<file path="config.mk">
export PLATFORM = sky130hd
export DESIGN_NAME = data_island_scheduler
export DESIGN_NICKNAME = d
export VERILOG_FILES = /design/src/rtl/data_island_scheduler_pkg.sv /design/src/rtl/data_island_scheduler_arbiter.sv /design/src/rtl/data_island_scheduler.sv
export SDC_FILE = /design/constraint.sdc
export NUM_CORES = 1
export LEC_CHECK = 0
export CAP_MARGIN = 20
export CORE_MARGIN = 1
export CORE_UTILIZATION = 54
export CTS_CLUSTER_DIAMETER = 100
export DETAILED_ROUTE_END_ITERATION = 8
export GPL_ROUTABILITY_DRIVEN = 0
export PLACE_DENSITY = 0.88
export SLEW_MARGIN = 20
export SYNTH_ARGS = -nofsm -noshare
export SYNTH_HDL_FRONTEND = slang
export SYNTH_SLANG_ARGS = --single-unit
export TNS_END_PERCENT = 30
</file>
<file path="constraint.sdc">
create_clock -name clock -period 2.9 [get_ports clock]
set_input_delay 0.87 -clock clock [delete_from_list [all_inputs] [get_ports clock]]
set_output_delay 0.87 -clock clock [all_outputs]
set_load 0.01 [all_outputs]
</file>
<file path="src/rtl/data_island_scheduler_pkg.sv">
// rtl/data_island_scheduler_pkg.sv - shared video mode type, island timing constants and island sizing
package data_island_scheduler_pkg;

    typedef struct packed {
        logic [11:0] h_active;
        logic [11:0] h_total;
        logic [11:0] v_active;
    } video_mode_t;

    localparam int PACKET_LEN        = 32;
    localparam int ISLAND_OVERHEAD   = 30;
    localparam int PREAMBLE_OFFSET   = 4;
    localparam int LEAD_GUARD_OFFSET = 12;
    localparam int PACKET_OFFSET     = 14;
    localparam int GUARD_LEN         = 2;

    typedef enum logic [2:0] {
        ST_IDLE,
        ST_PREAMBLE,
        ST_LEAD_GUARD,
        ST_ISLAND,
        ST_TRAIL_GUARD
    } island_state_t;

    // Packets that fit in the horizontal blanking after the fixed overhead, clamped at zero and at the cap.
    function automatic logic [4:0] calc_packets_per_line(
        input logic [11:0] h_active,
        input logic [11:0] h_total,
        input int          max_packets
    );
        logic [12:0] blank;
        logic [12:0] raw;
        blank = {1'b0, h_total} - {1'b0, h_active};
        if ({1'b0, h_total} < {1'b0, h_active} + 13'(ISLAND_OVERHEAD)) begin
            raw = '0;
        end else begin
            raw = (blank - 13'(ISLAND_OVERHEAD)) / 13'(PACKET_LEN);
        end
        if (raw > 13'(max_packets)) begin
            return 5'(max_packets);
        end
        return raw[4:0];
    endfunction

endpackage

</file>
<file path="src/rtl/data_island_scheduler_arbiter.sv">
// rtl/data_island_scheduler_arbiter.sv - fixed-priority packet slot arbiter with per-frame sent flags
module island_slot_arbiter
    import data_island_scheduler_pkg::*;
#(
    parameter int                   NUM_SLOTS        = 4,
    parameter logic [NUM_SLOTS-1:0] FRAME_SLOTS_MASK = 4'b0110
) (
    input  logic                         clock,
    input  logic                         reset_n,
    input  logic                         evaluate,
    input  logic                         rearm,
    input  logic [NUM_SLOTS-1:0]         pkt_req,
    output logic [NUM_SLOTS-1:0]         pkt_grant,
    output logic [$clog2(NUM_SLOTS)-1:0] packet_index
);

    localparam int IDX_W = $clog2(NUM_SLOTS);

    logic [NUM_SLOTS-1:0] sent;
    logic [NUM_SLOTS-1:0] eligible;
    logic [NUM_SLOTS-1:0] winner_onehot;
    logic [IDX_W-1:0]     winner;
    logic                 found;

    // Slot 0 is the null packet: never eligible, it wins only by default.
    always_comb begin
        eligible = ((FRAME_SLOTS_MASK & ~sent) | pkt_req) & ~NUM_SLOTS'(1);
        winner   = '0;
        found    = 1'b0;
        for (int i = 0; i < NUM_SLOTS; i++) begin
            if (eligible[i] && !found) begin
                winner = IDX_W'(i);
                found  = 1'b1;
            end
        end
        winner_onehot = NUM_SLOTS'(1) << winner;
    end

    always_ff @(posedge clock or negedge reset_n) begin
        if (!reset_n) begin
            sent         <= '0;
            pkt_grant    <= '0;
            packet_index <= '0;
        end else begin
            pkt_grant <= evaluate ? winner_onehot : '0;
            if (evaluate) begin
                packet_index <= winner;
            end
            if (rearm) begin
                sent <= sent & ~FRAME_SLOTS_MASK;
            end else if (evaluate) begin
                sent <= sent | (winner_onehot & FRAME_SLOTS_MASK);
            end
        end
    end

endmodule

</file>
<file path="src/rtl/data_island_scheduler.sv">
// rtl/data_island_scheduler.sv - per-line data island window sequencer and packet slot scheduler
module data_island_scheduler
    import data_island_scheduler_pkg::*;
#(
    parameter int                   NUM_SLOTS            = 4,
    parameter logic [NUM_SLOTS-1:0] FRAME_SLOTS_MASK     = 4'b0110,
    parameter int                   MAX_PACKETS_PER_LINE = 18
) (
    input  logic                         clock,
    input  logic                         reset_n,
    input  video_mode_t                  videoMode,
    input  logic [11:0]                  counterX,
    input  logic [11:0]                  counterY,
    input  logic [NUM_SLOTS-1:0]         pkt_req,
    output logic [NUM_SLOTS-1:0]         pkt_grant,
    output logic [$clog2(NUM_SLOTS)-1:0] packet_index,
    output logic                         packet_enable,
    output logic                         data_preamble,
    output logic                         data_guard,
    output logic                         data_period,
    output logic [4:0]                   packets_per_line
);

    localparam logic [4:0] PREAMBLE_LAST = 5'(LEAD_GUARD_OFFSET - PREAMBLE_OFFSET - 1);
    localparam logic [4:0] LEAD_LAST     = 5'(PACKET_OFFSET - LEAD_GUARD_OFFSET - 1);
    localparam logic [4:0] GUARD_LAST    = 5'(GUARD_LEN - 1);
    localparam logic [4:0] PACKET_LAST   = 5'(PACKET_LEN - 1);

    island_state_t state, state_next;
    logic [4:0]    pix_cnt, pix_next;
    logic [4:0]    pkt_cnt, pkt_next;
    logic [11:0]   prev_x;
    logic          x_jump;
    logic          island_start;
    logic          packet_start;
    logic          frame_end;

    // Any column step other than +1 (or a wrap to 0) means the timing source jumped; abandon the island.
    assign x_jump       = (counterX != prev_x + 12'd1) && (counterX != 12'd0);
    assign island_start = ({1'b0, counterX} == {1'b0, videoMode.h_active} + 13'(PREAMBLE_OFFSET))
                          && (packets_per_line != 5'd0);
    assign frame_end    = (counterX == videoMode.h_active - 12'd1)
                          && (counterY == videoMode.v_active - 12'd1);

    always_ff @(posedge clock or negedge reset_n) begin
        if (!reset_n) begin
            state            <= ST_IDLE;
            pix_cnt          <= '0;
            pkt_cnt          <= '0;
            prev_x           <= '0;
            packets_per_line <= '0;
            data_preamble    <= 1'b0;
            data_guard       <= 1'b0;
            data_period      <= 1'b0;
            packet_enable    <= 1'b0;
        end else begin
            state            <= state_next;
            pix_cnt          <= pix_next;
            pkt_cnt          <= pkt_next;
            prev_x           <= counterX;
            packets_per_line <= calc_packets_per_line(videoMode.h_active, videoMode.h_total,
                                                      MAX_PACKETS_PER_LINE);
            data_preamble    <= (state_next == ST_PREAMBLE);
            data_guard       <= (state_next == ST_LEAD_GUARD) || (state_next == ST_TRAIL_GUARD);
            data_period      <= (state_next == ST_ISLAND);
            packet_enable    <= packet_start;
        end
    end

    always_comb begin
        state_next   = state;
        pix_next     = pix_cnt + 5'd1;
        pkt_next     = pkt_cnt;
        packet_start = 1'b0;
        unique case (state)
            ST_IDLE: begin
                pix_next = '0;
                pkt_next = '0;
                if (island_start) begin
                    state_next = ST_PREAMBLE;
                end
            end
            ST_PREAMBLE: begin
                if (pix_cnt == PREAMBLE_LAST) begin
                    state_next = ST_LEAD_GUARD;
                    pix_next   = '0;
                end
            end
            ST_LEAD_GUARD: begin
                if (pix_cnt == LEAD_LAST) begin
                    state_next = ST_ISLAND;
                    pix_next   = '0;
                end
            end
            ST_ISLAND: begin
                // pix_cnt wraps to 0 on its own at each packet boundary.
                if (pix_cnt == PACKET_LAST) begin
                    pkt_next = pkt_cnt + 5'd1;
                    if (pkt_cnt == packets_per_line - 5'd1) begin
                        state_next = ST_TRAIL_GUARD;
                        pkt_next   = '0;
                    end
                end
            end
            ST_TRAIL_GUARD: begin
                if (pix_cnt == GUARD_LAST) begin
                    state_next = ST_IDLE;
                    pix_next   = '0;
                end
            end
            default: begin
                state_next = ST_IDLE;
                pix_next   = '0;
                pkt_next   = '0;
            end
        endcase
        if (x_jump) begin
            state_next = ST_IDLE;
            pix_next   = '0;
            pkt_next   = '0;
        end
        packet_start = (state_next == ST_ISLAND) && (pix_next == 5'd0);
    end

    island_slot_arbiter #(
        .NUM_SLOTS        (NUM_SLOTS),
        .FRAME_SLOTS_MASK (FRAME_SLOTS_MASK)
    ) u_arbiter (
        .clock        (clock),
        .reset_n      (reset_n),
        .evaluate     (packet_start),
        .rearm        (frame_end),
        .pkt_req      (pkt_req),
        .pkt_grant    (pkt_grant),
        .packet_index (packet_index)
    );

endmodule

</file>
==> flow_metrics.env <==
export IMPL_status="finished with violations"
export IMPL_failing_checks="setup timing"
export IMPL_clock_skew_final_ps=10.2
export IMPL_die_area_mm2=0.00834
export IMPL_setup_violations=16
export IMPL_avgSynthCellArea_um2=7.99
export IMPL_hp_class="reg2reg"
export IMPL_post_synth_inst_count=539
export IMPL_grt_antenna_before_repair=1
export IMPL_setup_worst_path_class="in2reg"
export IMPL_leakage_nw=3.06
export IMPL_worst_slack_ps=-308
export IMPL_slowest_delay_ps=600
export IMPL_power_density_mw_per_mm2=320
export IMPL_syn_cell_area_mm2=0.00431
export IMPL_postSynthNetCount=648
export IMPL_max_cap_violations=0
export IMPL_clkSinkCount=42
export IMPL_synth_simple_area_share_pct=26.2
export IMPL_floorplan_initialDensity_pct=55.7
export IMPL_synth_cell_types=57
export IMPL_switching_share_pct=39.1
export IMPL_clock_network_fraction_of_design_power_pct=19.1
export IMPL_tritoncts="built"
export IMPL_num_nets_final=843
export IMPL_timing_critical_path_slowest_stage_cell="sky130_fd_sc_hd__or4_4"
export IMPL_mostFrequentLayoutCell="sky130_fd_sc_hd__buf_4"
export IMPL_placeableCoreArea_mm2=0.00773
export IMPL_vias=5715
export IMPL_minimum_setup_slack_among_reg_to_reg_paths_ps=20
export IMPL_area_delta_synth_final_pct=57.1
export IMPL_vias_per_cell=6.83
export IMPL_comb_power_share_pct=52.1
export IMPL_pin_count=81
export IMPL_synth_compound_gate_area_share_pct=14.0
export IMPL_timing_final_hold_violations=0
export IMPL_dp_final_hpwl_um=9900
export IMPL_grt_pass1_wl_um=23600
export IMPL_grtUsageTotal_pct=35.4
export IMPL_hold_worst_slack_ps=519
export IMPL_grt_setup_unrepaired="true"
export IMPL_detailedPlace_worstSlack_ps=-788
export IMPL_clock_latency_ps=310
export IMPL_drt_pass1_iterations=6
export IMPL_fraction_of_registers_with_async_set_reset_pct=100
export IMPL_io_buffer_count=79
export IMPL_post_route_cells_drive_above_1_share_pct=35.4
export IMPL_dieHeight_um=91.3
export IMPL_arrival_ps=3440
export IMPL_worstPathCellList="clkdlybuf4s15_2, buf_4, xnor2_2, buf_4, nor4b_1, a31oi_1, nor2_2, a31oi_4, or4_4, nor3_4"
export IMPL_timing_slew_headroom_pct=38.0
export IMPL_htreeDepth=2
export IMPL_power_ir_vdd_worst_mv=0.267
export IMPL_vias_in_the_first_global_route=5125
export IMPL_hold_buffers=0
export IMPL_seq_power_share_pct=28.8
export IMPL_worst_endpoint_required_ps=3130
export IMPL_synth_edff_count=0
export IMPL_clk_path_buf_depth=2
export IMPL_synth_top_family_by_area="simple AND/OR/NAND/NOR gates"
export IMPL_rows=32
export IMPL_crit_path_frequent_cell="sky130_fd_sc_hd__buf_4"
export IMPL_globalRouteOverflowTotal=0
export IMPL_muxShareOfSynthArea_pct=1.68
export IMPL_yosys_warnings=0
export IMPL_timing_final_max_slew_violations=0
export IMPL_num_antenna_cells=0
export IMPL_synth_seq_area_share_pct=24.4
export IMPL_switching_power_w=0.000845
export IMPL_synth_adder_area_share_pct=12.5
export IMPL_layout_common_cells="119 x sky130_fd_sc_hd__buf_4, 42 x sky130_fd_sc_hd__nor2_1, 42 x sky130_fd_sc_hd__dfrtp_1"
export IMPL_detail_route_wirelength_um=20700
export IMPL_clock_tree_root_cell="sky130_fd_sc_hd__clkbuf_8"
export IMPL_achievable_frequency_ghz=0.312
export IMPL_critical_path_max_fanout=4
export IMPL_internal_power_w=0.00132
export IMPL_period_needed_ps=3210
export IMPL_fin_crit_sh_pct=111
export IMPL_drc=0
export IMPL_routed_wire_length_per_instance_um=24.7
export IMPL_worstSetupEndpointType="register"
export IMPL_grt_start_max_net_pins=43
export IMPL_fp_dieW_um=91.3
export IMPL_tightest_slew_ps=930
export IMPL_share_of_the_synthesized_netlist_area_taken_by_xor_and_xnor_gates_pct=16.3
export IMPL_synth_main_ff_cell="sky130_fd_sc_hd__dfrtp_1"
export IMPL_final_antenna_net_count=0
export IMPL_cp_start_kind="input pin"
export IMPL_first_iter_violations=715
export IMPL_cts_reportedPaths_clkPinSlew_ps=80
export IMPL_ys_seq_elements=42
export IMPL_cts_buffers=5
[area by class of cell]
| type | count | area, um^2 |
|---|---|---|
| Sequential cell | 42 | 1050 |
| Inverter | 44 | 175 |
| Multi-Input combinational cell | 440 | 3650 |
| Clock buffer | 6 | 82.6 |
| Fill cell | 313 | 961 |
| Timing Repair Buffer | 201 | 1670 |
| Clock inverter | 2 | 12.5 |
| Tap cell | 102 | 128 |
[per-layer routing]
layer  vias to the layer above  routed length, um  global-route usage [%]
met2                       587               9120                    64.3
met1                      2581               6740                    38.8
li1                       2277                  -                       -
met3                       268               2440                    5.61
met5                         -                  7                       0
met4                         2               2390                    20.6
[power by group through the flow]
stage	registers (W)	clock network [W]	logic, W
4_1_cts	0.000618	0.000399	0.000847
3_3_place_gp	0.000628	0	0.000749
2_1_floorplan	0.000628	0	0.000405
3_5_place_dp	0.000630	0	0.000783
5_1_grt	0.000623	0.000440	0.00115
6_report	0.000623	0.000412	0.00113
[stage by stage]
stage	utilization (%)	power [W]	area [um^2]	std cells	TNS [ps]
after detailed placement	77.3	0.00141	5980	809	-11320
final	87.6	0.00216	6770	837	-3300
after global placement	77.3	0.00138	5980	809	-9470
after floorplan	-	0.00103	4360	539	-36.2
after CTS	82.5	0.00186	6380	828	0
after global routing	87.6	0.00222	6770	837	-4080
[synthesized netlist by cell type (2+ instances only)]
cell type | number | area (um^2)
sky130_fd_sc_hd__nor3b_1 | 7 | 52.6
sky130_fd_sc_hd__nor2b_1 | 13 | 81.3
sky130_fd_sc_hd__nor2_1 | 54 | 203
sky130_fd_sc_hd__inv_1 | 44 | 165
sky130_fd_sc_hd__a21oi_1 | 24 | 120
sky130_fd_sc_hd__and3_1 | 7 | 43.8
sky130_fd_sc_hd__and2_1 | 5 | 31.3
sky130_fd_sc_hd__clkbuf_1 | 11 | 41.3
sky130_fd_sc_hd__o21bai_1 | 2 | 15.0
sky130_fd_sc_hd__or2_2 | 3 | 18.8
sky130_fd_sc_hd__or4_1 | 4 | 30.0
sky130_fd_sc_hd__ha_1 | 43 | 538
sky130_fd_sc_hd__a211oi_1 | 2 | 15.0
sky130_fd_sc_hd__nor4_1 | 12 | 75.1
sky130_fd_sc_hd__xor2_1 | 33 | 289
sky130_fd_sc_hd__a211o_1 | 2 | 17.5
sky130_fd_sc_hd__a31oi_1 | 13 | 81.3
sky130_fd_sc_hd__dfrtp_1 | 42 | 1050
sky130_fd_sc_hd__a21o_1 | 6 | 45.0
sky130_fd_sc_hd__mux2_2 | 2 | 22.5
sky130_fd_sc_hd__o21a_1 | 4 | 30.0
sky130_fd_sc_hd__nand4_1 | 9 | 56.3
sky130_fd_sc_hd__nand4b_1 | 2 | 17.5
sky130_fd_sc_hd__or3_1 | 6 | 37.5
sky130_fd_sc_hd__o21ai_0 | 26 | 130
sky130_fd_sc_hd__and3b_1 | 2 | 17.5
sky130_fd_sc_hd__xnor2_1 | 47 | 412
sky130_fd_sc_hd__nor3_1 | 18 | 90.1
sky130_fd_sc_hd__nand2b_1 | 5 | 31.3
sky130_fd_sc_hd__nand3_1 | 21 | 105
sky130_fd_sc_hd__a2bb2oi_1 | 2 | 17.5
sky130_fd_sc_hd__nand2_1 | 35 | 131
sky130_fd_sc_hd__nand3b_1 | 5 | 37.5
sky130_fd_sc_hd__mux2i_1 | 5 | 50.1
[worst paths after layout]
| check | start | end | cells after the start |
|---|---|---|---|
| setup / recovery | videoMode[30] | u_arbiter.pkt_grant[0] | 10 |
| hold / removal | pix_cnt[0] | pix_cnt[0] | 1 |
| setup reg to reg | packets_per_line[0] | u_arbiter.sent[1] | 9 |
| hold reg to reg | pix_cnt[0] | pix_cnt[0] | 1 |
| max in group asynchronous | reset_n | pkt_cnt[3] | 1 |
| min in group asynchronous | reset_n | packets_per_line[1] | 1 |
[critical path, delay by kind of cell]
| family | cells | cell delay [ps] |
|---|---|---|
| xor+xnor | 1 | 170 |
| buf+inv | 3 | 600 |
| compound gates | 2 | 300 |
| simple gates | 4 | 1480 |
[flip-flops by register name, indices dropped and copies added (netlist names)]
| signal | count |
|---|---|
| prev_x | 12 |
| packets_per_line | 5 |
| pix_cnt | 5 |
| pkt_cnt | 5 |
| u_arbiter.pkt_grant | 4 |
| state | 3 |
| u_arbiter.packet_index | 2 |
| u_arbiter.sent | 2 |
| data_guard | 1 |
| data_period | 1 |
| data_preamble | 1 |
| packet_enable | 1 |
[kinds of logic (layout without fill, tap and decap cells)]
family,after synthesis,after routing
AOI/OAI and AO/OA,96,96
xor gates and xnor gates,80,80
adders and majority gates,43,43
buffers and inverters,57,253
DFF,42,42
muxes,7,7
and+or+nand+nor,214,214
[repair_timing]
item,4_1_cts,5_1_grt
setup buffers,11,10
resized for setup,111,109
pin swaps,38,43
setup endpoints to repair,18,17
Power figures use the tool's default switching activity.
